--- config.mk ---
export PLATFORM = sky130hd
export DESIGN_NAME = if_id_fetch_ctrl
export DESIGN_NICKNAME = d
export VERILOG_FILES = /design/src/rtl/rv32i_types.sv /design/src/rtl/if_skid_buf.sv /design/src/rtl/if_id_fetch_ctrl.sv
export SDC_FILE = /design/constraint.sdc
export NUM_CORES = 1
export LEC_CHECK = 0
export BUFFER_PORTS_ARGS = -buffer_cell sky130_fd_sc_hd__buf_2
export CELL_PAD_IN_SITES_DETAIL_PLACEMENT = 1
export CELL_PAD_IN_SITES_GLOBAL_PLACEMENT = 1
export CORE_UTILIZATION = 45
export CTS_CLUSTER_DIAMETER = 100
export CTS_CLUSTER_SIZE = 10
export DETAILED_ROUTE_END_ITERATION = 6
export PLACE_DENSITY = 0.89
export SLEW_MARGIN = 20
export SYNTH_ARGS = -nofsm -noshare
export SYNTH_HDL_FRONTEND = slang
export SYNTH_HIERARCHICAL = 1
export SYNTH_SLANG_ARGS = --single-unit
--- constraint.sdc ---
create_clock -name clk -period 9.2 [get_ports clk]
set_input_delay 1.84 -clock clk [delete_from_list [all_inputs] [get_ports clk]]
set_output_delay 1.84 -clock clk [all_outputs]
set_load 0.05 [all_outputs]
--- src/rtl/rv32i_types.sv ---
// rv32i_types: shared RV32I word, IF/ID pipeline register layout and the canonical NOP.
package rv32i_types;
  typedef logic [31:0] rv32i_word;
  typedef struct packed {
    logic      valid;
    rv32i_word pc;
    rv32i_word instr;
  } if_id_reg_t;
  localparam rv32i_word NOP_INSTR = 32'h0000_0013;
endpackage

--- src/rtl/if_skid_buf.sv ---
// if_skid_buf: one-entry holding slot for a fetched instruction that decode could not take.
module if_skid_buf
  import rv32i_types::*;
(
  input  logic      clk,
  input  logic      rst,
  input  logic      load,
  input  logic      clear,
  input  rv32i_word pc_d,
  input  rv32i_word instr_d,
  output logic      valid,
  output rv32i_word pc,
  output rv32i_word instr
);
  always_ff @(posedge clk) begin
    if (rst || clear) valid <= 1'b0;
    else if (load) begin
      valid <= 1'b1;
      pc    <= pc_d;
      instr <= instr_d;
    end
  end
endmodule

--- src/rtl/if_id_fetch_ctrl.sv ---
// if_id_fetch_ctrl: fetch handshake and IF/ID register; IF_ID_PERF_EN adds stall/flush counters.
module if_id_fetch_ctrl
  import rv32i_types::*;
(
  input  logic       clk,
  input  logic       rst,
  input  rv32i_word  pc_in,
  input  rv32i_word  imem_rdata,
  input  logic       imem_resp,
  input  logic       id_stall,
  input  logic       flush,
  output logic       imem_read,
  output rv32i_word  imem_address,
  output logic       load_pc,
  output if_id_reg_t if_id_out
`ifdef IF_ID_PERF_EN
  ,
  output logic [31:0] stall_cycles,
  output logic [31:0] flush_count
`endif
);
  typedef enum logic [1:0] {FETCH, HOLD, SQUASH} state_t;
  localparam if_id_reg_t IF_ID_RST = '{valid: 1'b0, pc: '0, instr: NOP_INSTR};
  state_t     state, state_n;
  rv32i_word  squash_addr, squash_addr_n, skid_pc, skid_instr;
  logic       skid_valid, skid_load;
  if_id_reg_t out_n;
  if_skid_buf u_skid (
    .clk(clk), .rst(rst), .load(skid_load), .clear(flush),
    .pc_d(pc_in), .instr_d(imem_rdata),
    .valid(skid_valid), .pc(skid_pc), .instr(skid_instr)
  );
  assign imem_read    = state != HOLD;
  assign imem_address = state == SQUASH ? squash_addr : pc_in;
  assign load_pc      = flush | (state == FETCH & imem_resp);
  // SQUASH keeps the abandoned request's address stable until its response drains
  always_comb begin
    state_n       = state;
    out_n         = if_id_out;
    squash_addr_n = squash_addr;
    skid_load     = 1'b0;
    if (flush) begin
      out_n         = IF_ID_RST;
      state_n       = (state == FETCH && !imem_resp) || state == SQUASH ? SQUASH : FETCH;
      squash_addr_n = state == FETCH && !imem_resp ? pc_in : squash_addr;
    end else if (state == FETCH) begin
      skid_load = imem_resp & id_stall;
      state_n   = skid_load ? HOLD : FETCH;
      out_n     = id_stall ? if_id_out
                : imem_resp ? '{valid: 1'b1, pc: pc_in, instr: imem_rdata}
                : '{valid: 1'b0, pc: if_id_out.pc, instr: if_id_out.instr};
    end else if (state == HOLD) begin
      out_n   = id_stall ? if_id_out : '{valid: skid_valid, pc: skid_pc, instr: skid_instr};
      state_n = id_stall ? HOLD : FETCH;
    end else begin
      state_n = imem_resp ? FETCH : SQUASH;
    end
  end
  always_ff @(posedge clk) begin
    if (rst) begin
      state       <= FETCH;
      if_id_out   <= IF_ID_RST;
      squash_addr <= '0;
    end else begin
      state       <= state_n;
      if_id_out   <= out_n;
      squash_addr <= squash_addr_n;
    end
  end
`ifdef IF_ID_PERF_EN
  always_ff @(posedge clk) begin
    if (rst) begin
      stall_cycles <= '0;
      flush_count  <= '0;
    end else begin
      stall_cycles <= stall_cycles + {31'd0, imem_read & ~imem_resp};
      flush_count  <= flush_count + {31'd0, flush};
    end
  end
`endif
endmodule

==> impl_results.md <==
- Status: complete, no violations
- Area delta synth->final: 21.3%
- Htree depth: 4
- Number of global-route vias before repair: 5750
- Die area: ~16000 um^2
- Drt first pass iters: 5
- M2 GR Usage: 0.432
- Synth top area share: 0.289
- Max-slew violations: 0
- DP Worst Slack: a little under 4000 ps
- Minimum clock period: around 4800 ps
- Post-route cell area: 8410 um^2
- Routed vias/inst: about 5.6
- HP Class: reg2reg
- RSZ-0062 raised after global routing: no
- Clock Skew: 9.32 ps
- Combinational Power Share: 0.134
- Setup crit end: load_pc
- Clk sink count: 164
- Crit Path Max Fanout: 70
- # DRC: 0
- Yosys warns: 6
- CP startpoint: imem_resp
- Max Cap Viol: 0
- Wire per inst: 19.7 um
- WS Path Type: in2out
- Initial Util: 0.458
- Synth top area cells: dfxtp_1 (29%), edfxtp_1 (28%), o221a_2 (8.8%), a21oi_1 (6.8%), nor3b_1 (6.6%)
- Post-Place Cell Area: 7770 um^2
- Total GRT Usage: 0.248
- Final setup TNS: 0 ps
- Reg2Reg Setup Slack: about 6200 ps
- CP Launch Type: input pin
- PostCTS Resize Cnt: 0
- Post-synth top flop: dfxtp_1
- Post-synthesis cell area: roughly 6900 um^2
- Fraction of layout cells with a size suffix above 1: 0.383
- Dominant cell type by area after synthesis: dfxtp_1
- Reg2Reg Depth: 4
- Seq pwr share: 0.447
- GPL Wtd Cong: 0.759
- Hold buffers post-CTS: 0
- Clk_lat worst skew: roughly 430 ps
- CP Data Required Time: roughly 7400 ps
- Clock transition at the registers of the reported paths: 60 ps
- # Post-CTS Setup Buffers: 0
- Most common cell in the netlist: dfxtp_1
- Final hold vios: 0
- Initial antenna violation count: 2
- Largest net degree at the start of global routing: 90
- Die Width: 126 um
- Clock power frac: 0.419
- Post-synthesis sequential area ratio: 0.566
- Count of different cell masters after synthesis: 32
- PwrDens: roughly 210 nW/um^2
- EDFF count, synth: 64
- Crit path setup slack, layout: around 4400 ps
- Reg2reg end: if_id_out[23]
- Max Buffers Root-to-Sink: 2
- Rel. slew slack: 0.373
- Non-filler cells in the finished layout: roughly 970
- R2R Path Start: state[0]
- Layout fillers: 1670
- HPWL after DPL: between 10000 and 15000 um
- Cell count after synthesis: around 630
- Std-Cell Rows: 45
- Antenna-violating nets left: 0
- Crit path capture type: output pin
- Async S/R FF share, synth: 0
- Commonest cells in the netlist: dfxtp_1 (100), a21oi_1 (94), nand2_1 (71)
- Switching power: 465 uW
- Final Setup Violations: 0
- FF+latch count, synth: about 160
- Mapped Nets: about 700
- GR Overflow Total: 0
- First-pass GRT wire length: 30400 um
- Internal: approximately 1.3 mW
- Gr busiest metal: met2
- Crit share post-route: 0.526
- Mean Syn Cell Area: ~11 um^2
- CTS tree: done
- Sw Ratio: 0.264
- CTS Buf Count: 17
- VDD IR-drop max: roughly 0.00013 V
- I/O pin count: around 170
- Grt met1 use: 0.294
- Placed insts: 937
- 1st-iter DRT viols: around 220
- F_max: approximately 0.21 GHz
- Via Count: about 5500
- Routed WL: between 15000 and 20000 um
- Post-layout nets: 837
- Leakage power: roughly 3.6 nW
- Chip height: roughly 130 um
- Worst Path Arrival: 3000 ps
- Worst-margin pin slew: roughly 940 ps
- CORE AREA: approximately 15000 um^2
- Met3 Use GR: 0.0629
- Root Buffer: clkbuf_16
- Port Buffer Count: approximately 170
- Fin util: 0.555
[how the worst min path moves through the flow]
stage	start	end	cells after the start
finish	squash_addr[25]	squash_addr[25]	2
global route	squash_addr[31]	squash_addr[31]	2
CTS	squash_addr[25]	squash_addr[25]	2
detailed placement	squash_addr[25]	squash_addr[25]	2
global placement	squash_addr[6]	squash_addr[6]	2
floorplan	squash_addr[6]	squash_addr[6]	2
[layout make-up]
class,count,area (um^2),share of cell area
multi-input cells,350,2490,0.297
clock buffers,26,572,0.0680
well taps,188,235,0.0280
flip-flops and latches,164,3930,0.467
diodes,2,5.00,0.000595
inverters,61,229,0.0272
repair buffers,174,891,0.106
clock inverters,6,56.3,0.00670
[kinds of logic after synthesis]
logic type,share of synthesized area
AO/OA/AOI/OAI,0.178
flip-flops,0.566
AND/OR/NAND/NOR,0.126
buffers and inverters,0.0783
multiplexers,0.0520
[per-stage QoR]
stage	power [mW]	hold WS (ps)
2_1_floorplan	0.973	432
3_3_place_gp	1.03	439
3_5_place_dp	1.04	447
4_1_cts	1.78	456
5_1_grt	1.82	479
6_report	1.76	451
[state kept, by name (all words and copies together), names as in the netlist]
name / flops
if_id_out: 65
squash_addr: 32
u_skid/instr: 32
u_skid/pc: 32
state: 2
u_skid/valid: 1
[metal layers]
| metal | wire (um) | share of wire | vias up |
|---|---|---|---|
| met5 | 0 | 0 | - |
| met4 | 344 | 0.018 | 0 |
| met3 | 1010 | 0.053 | 26 |
| met2 | 9630 | 0.50 | 153 |
| met1 | 8100 | 0.42 | 2737 |
| li1 | - | - | 2552 |
[layout by cell type (no fill, tap or decap), types with 5 or more instances in the layout]
master / n
inv_1: 61
o21ai_0: 5
edfxtp_1: 64
nor3b_1: 61
nand2_1: 71
dfxtp_1: 99
o221a_1: 7
buf_2: 166
clkbuf_16: 19
mux2_2: 31
nand2b_1: 5
a21oi_1: 94
o221a_2: 54
buf_4: 8
clkbuf_8: 7
[power by group through the flow]
stage	Clock, mW	Sequential [mW]	Combinational, mW
6_report	0.739	0.788	0.236
3_5_place_dp	0	0.803	0.236
4_1_cts	0.749	0.788	0.238
5_1_grt	0.782	0.790	0.250
2_1_floorplan	0	0.835	0.138
3_3_place_gp	0	0.801	0.227
[critical path, cell delays in order]
cell and delay, ps:
buf_4 520, nand2b_1 200, o21bai_1 150, buf_2 280
Power figures use the tool's default switching activity.
